File: config.mk
export PLATFORM = sky130hd
export DESIGN_NAME = text_line_sequencer_flat
export DESIGN_NICKNAME = d
export VERILOG_FILES = /design/src/rtl/text_line_sequencer_if.sv /design/src/rtl/text_line_sequencer.sv /design/src/flat_wrapper.sv
export SDC_FILE = /design/constraint.sdc
export NUM_CORES = 1
export LEC_CHECK = 0
export CAP_MARGIN = 15
export CELL_PAD_IN_SITES_DETAIL_PLACEMENT = 1
export CELL_PAD_IN_SITES_GLOBAL_PLACEMENT = 1
export CORE_ASPECT_RATIO = 1.5
export CORE_UTILIZATION = 46
export CTS_BUF_LIST = sky130_fd_sc_hd__clkbuf_4 sky130_fd_sc_hd__clkbuf_8
export CTS_CLUSTER_DIAMETER = 100
export DETAILED_ROUTE_END_ITERATION = 16
export PLACE_DENSITY = 0.85
export SLEW_MARGIN = 20
export SYNTH_ARGS = -nofsm -noshare
export SYNTH_HDL_FRONTEND = slang
export SYNTH_SLANG_ARGS = --single-unit
File: constraint.sdc
create_clock -name clk_0 -period 11.5 [get_ports clk_0]
set_clock_uncertainty 0.2 [all_clocks]
set_input_delay 1.725 -clock clk_0 [delete_from_list [all_inputs] [get_ports clk_0]]
set_output_delay 1.725 -clock clk_0 [all_outputs]
set_load 0.05 [all_outputs]
File: src/rtl/text_line_sequencer_if.sv
// -----------------------------------------------------------------------------
// text_line_sequencer_if
//
// Purpose:
//   Groups the game-logic facing and text_display facing signals of
//   text_line_sequencer into one bundle. The master modport is the side that
//   drives the line (game logic / pixel timing); the slave modport is the
//   sequencer itself.
//
// Signals:
//   pixel_x    [9:0]     current horizontal pixel position
//   frame_tick           one-cycle pulse per frame (vblank start)
//   wr_en                buffer write strobe
//   wr_addr    [AW-1:0]  slot index to write, AW = $clog2(MAX_CHARS)
//   wr_char    [6:0]     ASCII code to write
//   wr_ready             writes are accepted (sequencer not busy)
//   start                one-cycle pulse to begin a reveal
//   len        [4:0]     number of characters to reveal
//   busy                 reveal in progress
//   done                 one-cycle pulse at reveal completion
//   char_code  [6:0]     glyph for the slot under pixel_x (to text_display)
//   x_pos      [9:0]     left edge of that slot (to text_display)
//   y_pos      [9:0]     top edge of the line (to text_display)
//
// MAX_CHARS must match the value given to the text_line_sequencer instance.
// -----------------------------------------------------------------------------
interface text_line_sequencer_if #(
  parameter int MAX_CHARS = 8
);
  localparam int AW = $clog2(MAX_CHARS);

  logic [9:0]    pixel_x;
  logic          frame_tick;
  logic          wr_en;
  logic [AW-1:0] wr_addr;
  logic [6:0]    wr_char;
  logic          wr_ready;
  logic          start;
  logic [4:0]    len;
  logic          busy;
  logic          done;
  logic [6:0]    char_code;
  logic [9:0]    x_pos;
  logic [9:0]    y_pos;

  modport master (
    output pixel_x, frame_tick, wr_en, wr_addr, wr_char, start, len,
    input  wr_ready, busy, done, char_code, x_pos, y_pos
  );

  modport slave (
    input  pixel_x, frame_tick, wr_en, wr_addr, wr_char, start, len,
    output wr_ready, busy, done, char_code, x_pos, y_pos
  );
endinterface

File: src/rtl/text_line_sequencer.sv
// -----------------------------------------------------------------------------
// text_line_sequencer
//
// Purpose:
//   Drives a single text_display glyph renderer across a horizontal line of
//   MAX_CHARS character slots. Holds a writable character buffer and a
//   typewriter-style reveal FSM paced by frame ticks. Every cycle it presents
//   char_code / x_pos / y_pos for the slot under the current pixel_x, so the
//   outputs can feed text_display directly.
//
// Parameters:
//   SCALE          font scale; slot width is 6*SCALE pixels
//   MAX_CHARS      buffer depth / slot count (2..16)
//   REVEAL_FRAMES  frame ticks per revealed character (>= 1)
//   BASE_X         left edge of slot 0
//   BASE_Y         top edge of the line
//
// Ports:
//   clk_0   pixel clock
//   rst     synchronous, active-low reset
//   bus     text_line_sequencer_if.slave (write port, reveal control,
//           pixel_x in, char_code/x_pos/y_pos out)
//
// Optional feature:
//   TEXT_SEQ_BLINK_EN  when defined, a blinking '_' cursor is shown in the
//                      next-to-be-revealed slot while a reveal is running.
// -----------------------------------------------------------------------------
module text_line_sequencer #(
  parameter int         SCALE         = 4,
  parameter int         MAX_CHARS     = 8,
  parameter int         REVEAL_FRAMES = 8,
  parameter logic [9:0] BASE_X        = 10'd0,
  parameter logic [9:0] BASE_Y        = 10'd0
) (
  input  logic                  clk_0,
  input  logic                  rst,
  text_line_sequencer_if.slave  bus
);

  localparam int         AW          = $clog2(MAX_CHARS);
  localparam int         FW          = (REVEAL_FRAMES > 1) ? $clog2(REVEAL_FRAMES) : 1;
  localparam logic [FW-1:0] FRAME_LAST = FW'(REVEAL_FRAMES - 1);
  localparam logic [4:0] MAX_LEN     = 5'(MAX_CHARS);
  localparam logic [AW:0] ADDR_LIMIT = (AW + 1)'(MAX_CHARS);
  localparam logic [9:0] SLOT_W      = 10'(6 * SCALE);
  localparam logic [9:0] SLOT_COUNT  = 10'(MAX_CHARS);
  localparam logic [6:0] SPACE       = 7'h20;

  typedef enum logic [0:0] {
    IDLE   = 1'b0,
    REVEAL = 1'b1
  } state_t;

  state_t        state_q, state_d;
  logic [4:0]    len_q, len_d;
  logic [4:0]    visible_q, visible_d;
  logic [FW-1:0] frame_q, frame_d;
  logic          done_q, done_d;
  logic [6:0]    buf_q [MAX_CHARS];
  logic [6:0]    buf_d [MAX_CHARS];

  logic          wrReady;
  logic          addrOk;
  logic [4:0]    lenClamped;
  logic [6:0]    cursorChar;

  logic [9:0]    rel;
  logic [9:0]    slot;
  logic [9:0]    slotBase;
  logic          inLine;
  logic [AW-1:0] slotIdx;
  logic [6:0]    charSel;
  logic [9:0]    xSel;

  assign wrReady    = (state_q != REVEAL);
  assign addrOk     = ({1'b0, bus.wr_addr} < ADDR_LIMIT);
  assign lenClamped = (bus.len > MAX_LEN) ? MAX_LEN : bus.len;

  // Buffer next state: a write lands only when accepted and in range.
  always_comb begin
    buf_d = buf_q;
    if (bus.wr_en && wrReady && addrOk) begin
      buf_d[bus.wr_addr] = bus.wr_char;
    end
  end

  // Reveal FSM next state. A start in IDLE wins over a simultaneous tick
  // because IDLE never looks at frame_tick. A zero-length start finishes
  // immediately without leaving IDLE.
  always_comb begin
    state_d   = state_q;
    len_d     = len_q;
    visible_d = visible_q;
    frame_d   = frame_q;
    done_d    = 1'b0;
    case (state_q)
      IDLE: begin
        if (bus.start) begin
          len_d     = lenClamped;
          visible_d = 5'd0;
          frame_d   = '0;
          if (lenClamped == 5'd0) begin
            done_d = 1'b1;
          end else begin
            state_d = REVEAL;
          end
        end
      end
      REVEAL: begin
        if (bus.frame_tick) begin
          if (frame_q == FRAME_LAST) begin
            frame_d   = '0;
            visible_d = visible_q + 5'd1;
            if ((visible_q + 5'd1) == len_q) begin
              state_d = IDLE;
              done_d  = 1'b1;
            end
          end else begin
            frame_d = frame_q + FW'(1);
          end
        end
      end
      default: begin
        state_d = IDLE;
      end
    endcase
  end

  // State registers, including the character buffer, cleared to spaces.
  always_ff @(posedge clk_0) begin
    if (!rst) begin
      state_q   <= IDLE;
      len_q     <= 5'd0;
      visible_q <= 5'd0;
      frame_q   <= '0;
      done_q    <= 1'b0;
      for (int i = 0; i < MAX_CHARS; i++) begin
        buf_q[i] <= SPACE;
      end
    end else begin
      state_q   <= state_d;
      len_q     <= len_d;
      visible_q <= visible_d;
      frame_q   <= frame_d;
      done_q    <= done_d;
      for (int i = 0; i < MAX_CHARS; i++) begin
        buf_q[i] <= buf_d[i];
      end
    end
  end

`ifdef TEXT_SEQ_BLINK_EN
  localparam logic [6:0] CURSOR = 7'h5F;

  logic [4:0] blink_q, blink_d;

  // Free-running blink phase, advanced once per frame in every state.
  always_comb begin
    blink_d = blink_q;
    if (bus.frame_tick) begin
      blink_d = blink_q + 5'd1;
    end
  end

  always_ff @(posedge clk_0) begin
    if (!rst) begin
      blink_q <= 5'd0;
    end else begin
      blink_q <= blink_d;
    end
  end

  // The cursor only shows while a reveal is running; bit 4 gives a
  // 16-frames-on / 16-frames-off blink.
  assign cursorChar = ((state_q == REVEAL) && blink_q[4]) ? CURSOR : SPACE;
`else
  assign cursorChar = SPACE;
`endif

  // Slot select. rel is only meaningful when pixel_x >= BASE_X, which is
  // part of inLine, so the wrapped value for pixels left of the line is
  // never used.
  always_comb begin
    rel      = bus.pixel_x - BASE_X;
    slot     = rel / SLOT_W;
    slotBase = slot * SLOT_W;
    inLine   = (bus.pixel_x >= BASE_X) && (slot < SLOT_COUNT);
    slotIdx  = slot[AW-1:0];
    charSel  = SPACE;
    xSel     = BASE_X;
    if (inLine) begin
      xSel = BASE_X + slotBase;
      if (slot < {5'd0, visible_q}) begin
        charSel = buf_q[slotIdx];
      end else if (slot == {5'd0, visible_q}) begin
        charSel = cursorChar;
      end
    end
  end

  assign bus.wr_ready  = wrReady;
  assign bus.busy      = (state_q == REVEAL);
  assign bus.done      = done_q;
  assign bus.char_code = charSel;
  assign bus.x_pos     = xSel;
  assign bus.y_pos     = BASE_Y;

endmodule
File: src/flat_wrapper.sv
// flat-port wrapper written by rule: the top's interface ports become plain ports
module text_line_sequencer_flat 
#(
  parameter int         SCALE         = 4,
  parameter int         MAX_CHARS     = 8,
  parameter int         REVEAL_FRAMES = 8,
  parameter logic [9:0] BASE_X        = 10'd0,
  parameter logic [9:0] BASE_Y        = 10'd0
)
  (clk_0, rst, bus_pixel_x, bus_frame_tick, bus_wr_en, bus_wr_addr, bus_wr_char, bus_start, bus_len, bus_wr_ready, bus_busy, bus_done, bus_char_code, bus_x_pos, bus_y_pos);
  text_line_sequencer_if #(.MAX_CHARS(MAX_CHARS)) bus_i ();
  input  logic clk_0;
  input  logic rst;
  input wire logic [$bits(bus_i.pixel_x)-1:0] bus_pixel_x;
  input wire logic [$bits(bus_i.frame_tick)-1:0] bus_frame_tick;
  input wire logic [$bits(bus_i.wr_en)-1:0] bus_wr_en;
  input wire logic [$bits(bus_i.wr_addr)-1:0] bus_wr_addr;
  input wire logic [$bits(bus_i.wr_char)-1:0] bus_wr_char;
  input wire logic [$bits(bus_i.start)-1:0] bus_start;
  input wire logic [$bits(bus_i.len)-1:0] bus_len;
  output wire logic [$bits(bus_i.wr_ready)-1:0] bus_wr_ready;
  output wire logic [$bits(bus_i.busy)-1:0] bus_busy;
  output wire logic [$bits(bus_i.done)-1:0] bus_done;
  output wire logic [$bits(bus_i.char_code)-1:0] bus_char_code;
  output wire logic [$bits(bus_i.x_pos)-1:0] bus_x_pos;
  output wire logic [$bits(bus_i.y_pos)-1:0] bus_y_pos;
  assign bus_i.pixel_x = bus_pixel_x;
  assign bus_i.frame_tick = bus_frame_tick;
  assign bus_i.wr_en = bus_wr_en;
  assign bus_i.wr_addr = bus_wr_addr;
  assign bus_i.wr_char = bus_wr_char;
  assign bus_i.start = bus_start;
  assign bus_i.len = bus_len;
  assign bus_wr_ready = bus_i.wr_ready;
  assign bus_busy = bus_i.busy;
  assign bus_done = bus_i.done;
  assign bus_char_code = bus_i.char_code;
  assign bus_x_pos = bus_i.x_pos;
  assign bus_y_pos = bus_i.y_pos;
  text_line_sequencer #(.SCALE(SCALE), .MAX_CHARS(MAX_CHARS), .REVEAL_FRAMES(REVEAL_FRAMES), .BASE_X(BASE_X), .BASE_Y(BASE_Y)) u_core (.clk_0(clk_0), .rst(rst), .bus(bus_i));
endmodule
# ---- Yosys cells after proc, flatten, opt, wreduce, memory -nomap -nowiden
# Cells that the tools add are included.
dict set report totals {
  regBits 71
  input_bits 30
}
dict set report classes {
  addsub 2
  n_mul 1
  div_mod_pow 1
  n_lt_le_gt_ge 7
  n_eq_ne 5
  muxes 30
  bitwise 3
  reduce_logical 7
}
# operator count
set ops {}
lappend ops {{$bwmux 56} 1}
lappend ops {{$mux 7} 5}
lappend ops {{$bmux 7 s3} 1}
lappend ops {{$demux 7 s3} 1}
lappend ops {{$mux 5} 4}
lappend ops {{$div 10x5->10 const B} 1}
lappend ops {{$ge 10x1->1 const B} 1}
lappend ops {{$lt 10x4->1 const B} 1}
lappend ops {{$lt 10x5->1} 1}
lappend ops {{$mul 10x2->7 const B} 1}
lappend ops {{$mux 1} 10}
lappend ops {{$mux 10} 1}
lappend ops {{$pmux 5 s2} 1}
lappend ops {{$mux 3} 3}
lappend ops {{$ge 4x4->1 const B} 2}
lappend ops {{$not 3->4} 2}
lappend ops {{$ne 2x2->1 const B} 3}
lappend ops {{$pmux 3 s2} 1}
lappend ops {{$add 5x1->5 const B} 1}
lappend ops {{$eq 5x5->1} 1}
lappend ops {{$gt 5x4->1 const B} 1}
lappend ops {{$logic_not 5->1} 1}
lappend ops {{$lt 4x1->1 const B} 1}
lappend ops {{$pmux 1 s2} 2}
lappend ops {{other kinds (6)} 9}

# ---- Depth between registers and ports, before layout
# Gate-level depths: netlist (run 1).
dict set report logic_depth {
  word_depth 7
  mapped_depth 16
}

# ---- Worst setup path after synthesis (run 1)
# No wires, ideal clock.
dict set report synth_path {
  path_type {input to output}
  startpoint {input port bus_pixel_x[4]}
  endpoint {output port bus_char_code[0]}
  arrival_time_ps 5243
  slack_ps 4332
  cell_stages 12
  cell_sequence {clkbuf_1 nand2b_1 o2bb2ai_1 o21ai_0 or4_1 buf_2 ha_1 inv_1 o311ai_0 and3b_1 o21ai_2 nor4_1}
}
dict set report synth_between {
  elab_chain_cells 7
}
# element line_no
set synth_rtl {}
lappend synth_rtl {{start: declaration} flat_wrapper.sv:14} ;# input wire logic [$bits(bus_i.pixel_x)-1:0] bus_pixel_x;
lappend synth_rtl {{parallel branches: the longest is 6 deep, another holds $div 10x5->10} -}
lappend synth_rtl {{$mux 7 *} text_line_sequencer.sv:191} ;# if (inLine) begin
lappend synth_rtl {{end: declaration} flat_wrapper.sv:24} ;# output wire logic [$bits(bus_i.char_code)-1:0] bus_char_code;
# Mark *: on every way between the ends. The select of a mux whose other input is x is not followed.

# ---- Final worst setup path (run 1)
dict set report layout_path {
  startpoint {input port bus_pixel_x[8]}
  endpoint {output port bus_x_pos[8]}
}
dict set report layout_between {
  elab_chain_cells 4
}
# element line_no
set layout_rtl {}
lappend layout_rtl {{parallel branches: the longest is 3 deep, another holds $div 10x5->10} -}
lappend layout_rtl {{$mux 10 *} text_line_sequencer.sv:191}
lappend layout_rtl {{end: declaration} flat_wrapper.sv:25} ;# output wire logic [$bits(bus_i.x_pos)-1:0] bus_x_pos;
# Mark *: on every way between the ends.

==> results of run 1 <==
sequential cells by signal, indices dropped and copies added (netlist names):
name              flops
u_core.bus.done       1
u_core.visible_q      5
u_core.frame_q        3
u_core.len_q          5
u_core.bus.busy       1
u_core.buf_q         56
power by group through the flow:
stage | Combinational [uW] | Clock (uW) | Sequential, uW
after floorplan | 127 | 0 | 260
after CTS | 171 | 255 | 254
after global routing | 183 | 265 | 255
after global placement | 164 | 0 | 259
after detailed placement | 169 | 0 | 260
final | 171 | 253 | 254
final cells by class:
class                   instances  area, sq um  area share, %
multi-input cells             360         2531          51.94
repair buffers                 46        452.9          9.294
inverters                      20        75.07          1.540
clock buffers                  11        151.4          3.107
well taps                     110        137.6          2.824
flip-flops and latches         71         1421          29.17
clock inverters                 5        103.9          2.131
worst register-to-register path, stage by stage, from the launching register on:
cell	delay (ns)
dfxtp_1	0.43
inv_1	0.23
nand3_1	0.15
nor2_1	0.78
mux2i_1	0.28
nor2_1	0.07
cells by family after synthesis:
kind of cell | count (synthesis)
AND/OR/NAND/NOR | 163
AO/OA/AOI/OAI | 88
flip-flops | 71
buffers and inverters | 70
multiplexers | 66
adder cells (fa/ha/maj) | 16
XOR/XNOR | 14
other | 1
per-stage QoR:
| step | utilization, % | instances | setup slack (ns) |
|---|---|---|---|
| after floorplan | - | 501 | 4.332 |
| after global placement | 51.93 | 607 | 2.682 |
| after detailed placement | 51.93 | 607 | 2.535 |
| after CTS | 54.80 | 623 | 2.514 |
| after global routing | 54.87 | 623 | 2.220 |
| final | 54.87 | 623 | 2.531 |
layer usage:
layer | vias to the layer above | routed length (um)
met4 | 0 | 297
met1 | 1810 | 4587
met3 | 25 | 342
li1 | 1747 | -
met5 | - | 0
met2 | 80 | 6778
cells in the final DEF (no fill, tap or decap), drive strengths merged, types with 3 or more instances in the layout:
cell type | synthesis | routed
nand2 | 22 | 22
bufinv | 0 | 3
and3 | 16 | 16
a22oi | 4 | 4
nor2b | 4 | 4
mux2i | 60 | 60
o2111ai | 3 | 3
clkdlybuf4s50 | 0 | 43
clkbuf | 26 | 11
nor4 | 8 | 8
xnor2 | 12 | 12
nor3b | 5 | 5
conb | 1 | 13
nor3 | 5 | 5
a211oi | 14 | 14
a21oi | 18 | 18
clkinv | 1 | 3
ha | 14 | 14
nor2 | 70 | 70
nand3 | 13 | 13
o21ai | 8 | 8
o22ai | 13 | 13
inv | 19 | 19
mux2 | 6 | 6
nand3b | 3 | 3
dfxtp | 71 | 71
buf | 24 | 3
nand2b | 4 | 4
final timing paths:
check	end	start	cells after the start
min reg2reg	u_core.buf_q[12]$_SDFFE_PN1P_	u_core.buf_q[12]$_SDFFE_PN1P_	2
max reg2reg	u_core.buf_q[1]$_SDFFE_PN0P_	u_core.bus.busy$_SDFF_PN0_	5
min	u_core.buf_q[12]$_SDFFE_PN1P_	u_core.buf_q[12]$_SDFFE_PN1P_	2
max	bus_x_pos[8]	bus_pixel_x[8]	15
==> flow_summary.yaml, run 1 <==
placed_design:
  gp_congestion: 0.8110
  hpwlAfterDp_um: 8339
  io_buffer_count: 43
  placed_cell_area_sq_um: 4612
cts:
  clk_path_buf_depth: 2
  cts_sinks: 71
  hold_buffers: 0
  cts_buffers: 9
  root_buffer: "clkbuf_8"
  clkLatencyLatePin_ns: 0.36
  ctsResizeCount: 0
  cts_setup_buffers: 0
  clkTransAtPathRegs_ns: 0.07
  htreeDepth: 3
  cts_tree: "done"
critical_path:
  path_class: "in2out"
  path_max_fanout: 16
  cp-end-kind: "output port"
  crit_buf_inv: 3
  slowest_delay_ns: 0.87
  cpMaxStageDelayCell: "clkdlybuf4s50_1"
  cp-start-kind: "primary input"
  path_common_cell: "nor2_1"
  required_ns: 9.58
  crit_family: "compound AO/OA/AOI/OAI gates"
  r2r_slack_ns: 9.20
  path_cells: "clkdlybuf4s50_1, xor2_1, o211ai_1, and3_1, a311oi_2, o211a_1, inv_1, ha_1, fa_1, a21oi_1, nor2_1, nor2_1, xor2_1, nor2_1, clkdlybuf4s50_1"
  arrival_ns: 7.04
detailed_routing:
  drc: 0
  drt_iter0_drc: 106
  drt_wl_total_um: 12000
  routed-via-count: 3662
  vias_per_cell: 5.878
  wl_per_cell_um: 19.27
  drtAntennaViolNets: 0
  drtPass1Iterations: 4
power_and_ir_drop:
  power_density_nw_per_um2: 139.1
  p_comb_share_pct: 25.2
  ir_worst_vdd_mv: 0.09451
  switching_share_pct: 30.85
  power_uw: 678.1
  power_frac_clock_pct: 37.3
  p_sw_uw: 209.2
  p_int_uw: 468.8
  p_leak_uw: 0.002060
  p_seq_share_pct: 37.5
synthesis:
  async_reset_ff_share_pct: 0
  ys_types: 70
  ys.warnings.count: 0
  synth_top_area_cell: "dfxtp_1"
  synth_area_leaders: "dfxtp_1, mux2i_1, nor2_1"
  yosysSeqAreaShare_pct: 33.51
  ys_ff_latch: 71
  netlist_top_cells_count: "dfxtp_1, nor2_1, mux2i_1"
  synth_top_family_by_area: "simple AND/OR/NAND/NOR gates"
  synth_top_cell_area_share_pct: 33.51
  synthSimpleGateAreaFrac_pct: 18.91
  synth-adder-area-share_pct: 4.838
  synth.most_common_cell: "dfxtp_1"
  synth_edf_count: 0
  postSynthAreaPerCell_sq_um: 8.674
  syn_inst: 489
  synth_compound_area_share_pct: 15.46
  synthXorXnorAreaFrac_pct: 2.891
  muxShareOfSynthArea_pct: 16.28
  synth_flop_cell: "dfxtp_1"
  synthesis.area_sq_um: 4242
sta:
  final-hold-violation-count: 0
  period_share_pct: 77.99
  setup_viol: 0
  slew_violations: 0
  timing.setup.tns_ns: 0
  min_period_ns: 8.969
  max_freq_mhz: 111.5
  tightest_slew_ns: 1.081
  rsz0062_at_grt: "no"
  slew_headroom_pct: 27.47
  whs_ns: 0.2863
global_routing:
  grtUsageTotal_pct: 26.25
  met2_usage_pct: 51.01
  gr-total-overflow: 0
  grtUsageMet3_pct: 4.715
  antenna_found_initial: 0
  grt_pass1_vias: 3871
  use_met1_pct: 26.28
  top_usage_layer: "met2"
  grt_start_max_net_pins: 63
  grt_pass1_wl_um: 19060
final_layout:
  drive_above_1_share_pct: 6.823
  post-route-cell-area_sq_um: 4873
  area_growth_pct: 14.90
  nets: 553
  nFillCells: 1043
  antenna_cells: 0
floorplan:
  die_area_sq_um: 9617
  die_h_um: 119.6
  die_w_um: 80.41
  rows: 42
  start_util_pct: 47.76
  core_area_sq_um: 8881
  io_pins: 60
status:
  outcome: "completed"
worst_hold_path:
  hp-class: "reg2reg"
job:
  max_cap_viol_count: 0
Note: power is estimated with default switching activity, not from simulation.
==> run 2, diff against run 1 <==
Settings changed: CORE_UTILIZATION 46 to 43, PLACE_DENSITY 0.85 to 0.8.
Clock period 11.5 ns to 8.9 ns, I/O delays scaled along.
==> run 2 against run 1 <==
Compared with the run above: sequential share of layout area is 0.090 points lower; register-to-register slack worse by 2.6 ns; setup slack worse by 1.2 ns.
==> flow_summary.yaml, run 2 (synthesized netlist as in run 1, its figures left out) <==
cts:
  cts_buffers: 9
  cts_tree: "done"
  clkLatencyLatePin_ns: 0.36
  root_buffer: "clkbuf_8"
  cts_sinks: 71
  cts_setup_buffers: 0
  htreeDepth: 3
  hold_buffers: 0
  ctsResizeCount: 0
  clkTransAtPathRegs_ns: 0.08
  clk_path_buf_depth: 2
placed_design:
  placed_cell_area_sq_um: 4641
  place_inst: 615
  io_buffer_count: 43
  hpwlAfterDp_um: 8281
  gp_congestion: 0.7937
final_layout:
  drive_above_1_share_pct: 7.364
  post-route-cell-area_sq_um: 4888
  antenna_cells: 0
  layout_commonest_cell: "dfxtp_1"
  layout_common_cells: "dfxtp_1, nor2_1, mux2i_1"
  reg_top3: "u_core.buf_q: 56 flops, u_core.len_q: 5 flops, u_core.visible_q: 5 flops"
  area_growth_pct: 15.25
  largest_reg_flops: 56
  top_register: "u_core.buf_q"
  finalNonFillerCells: 631
  nets: 556
critical_path:
  path_common_cell: "clkdlybuf4s50_1"
  cp-end-kind: "output port"
  required_ns: 7.36
  cpMaxStageDelayCell: "clkdlybuf4s50_1"
  arrival_ns: 6.03
  cp-start-kind: "primary input"
  path_cells: "clkdlybuf4s50_1, clkinv_1, o2bb2ai_1, o21ai_0, or4_1, ha_1, inv_1, o311ai_0, and3b_1, o21ai_2, nor4_1, clkdlybuf4s50_1"
  crit_buf_inv: 4
  slowest_delay_ns: 0.90
  crit_family: "buffers and inverters"
  path_class: "in2out"
  path_max_fanout: 11
power_and_ir_drop:
  ir_worst_vdd_mv: 0.1344
  p_leak_uw: 0.002065
  power_density_nw_per_um2: 177.8
  power_uw: 869.3
global_routing:
  gr-total-overflow: 0
  grtUsageTotal_pct: 23.57
  grt_pass1_wl_um: 18920
  grt_start_max_net_pins: 63
  antenna_found_initial: 0
  grt_pass1_vias: 3828
floorplan:
  io_pins: 60
  core_area_sq_um: 9634
  rows: 44
  start_util_pct: 44.03
  die_h_um: 123.6
  die_area_sq_um: 10270
  die_w_um: 83.09
detailed_routing:
  drtAntennaViolNets: 0
  drtPass1Iterations: 4
  wl_per_cell_um: 18.57
  drt_iter0_drc: 113
  drt_wl_total_um: 11720
  routed-via-count: 3628
  drc: 0
  vias_per_cell: 5.750
sta:
  rsz0062_at_grt: "no"
  min_period_ns: 7.561
  final-hold-violation-count: 0
  slew_headroom_pct: 26.92
  timing.setup.tns_ns: 0
  period_share_pct: 84.95
  tightest_slew_ns: 1.096
  setup_viol: 0
  max_freq_mhz: 132.3
  slew_violations: 0
job:
  max_cap_viol_count: 0
worst_hold_path:
  hp-class: "reg2reg"
status:
  outcome: "completed"
run 2: worst paths after layout:
check,from,cells past startpoint,slack (ns),endpoint
setup / recovery,bus_pixel_x[6],12,1.34,bus_char_code[0]
hold / removal,u_core.frame_q[2]$_SDFFE_PN0P_,2,0.28,u_core.frame_q[2]$_SDFFE_PN0P_
setup reg to reg,u_core.bus.busy$_SDFF_PN0_,5,6.64,u_core.buf_q[5]$_SDFFE_PN1P_
hold reg to reg,u_core.frame_q[2]$_SDFFE_PN0P_,2,0.28,u_core.frame_q[2]$_SDFFE_PN0P_
run 2: power breakdown:
group / switching [uW] / total [uW] / internal, uW
Clock: 132 / 319 / 187
Combinational: 140 / 222 / 82.2
Sequential: 4.35 / 328 / 324
run 2: layout make-up:
class                   count  area (sq um)
multi-input cells         360          2529
clock buffers               9         123.9
fillers                  1120          4746
clock inverters             7         120.1
repair buffers             49         475.5
inverters                  20         75.07
flip-flops and latches     71          1421
well taps                 115         143.9
run 2: metal layers:
| metal | part of all wire (%) | routed length, um | vias to the layer above | track usage (%) |
|---|---|---|---|---|
| met5 | 0 | 0 | - | 0 |
| met1 | 41 | 4763 | 1784 | 25.73 |
| met2 | 54 | 6327 | 70 | 44.11 |
| met4 | 2.6 | 310 | 0 | 10.56 |
| met3 | 2.7 | 315 | 19 | 4.639 |
| li1 | - | - | 1755 | - |
run 2: tightest hold or removal path: stages, from the launching register on:
cell and delay (ns):
dfxtp_1 0.32, nand3_1 0.06, a21oi_1 0.06
run 2: stage by stage:
| stage | hold slack [ns] | util, % | setup WS, ns |
|---|---|---|---|
| 6_report | 0.2751 | 50.74 | 1.339 |
| 5_1_grt | 0.3090 | 50.74 | 1.092 |
| 4_1_cts | 0.2799 | 50.70 | 1.335 |
| 3_5_place_dp | 0.2663 | 48.17 | 1.370 |
| 3_3_place_gp | 0.2528 | 48.17 | 1.544 |
| 2_1_floorplan | 0.2408 | - | 2.512 |
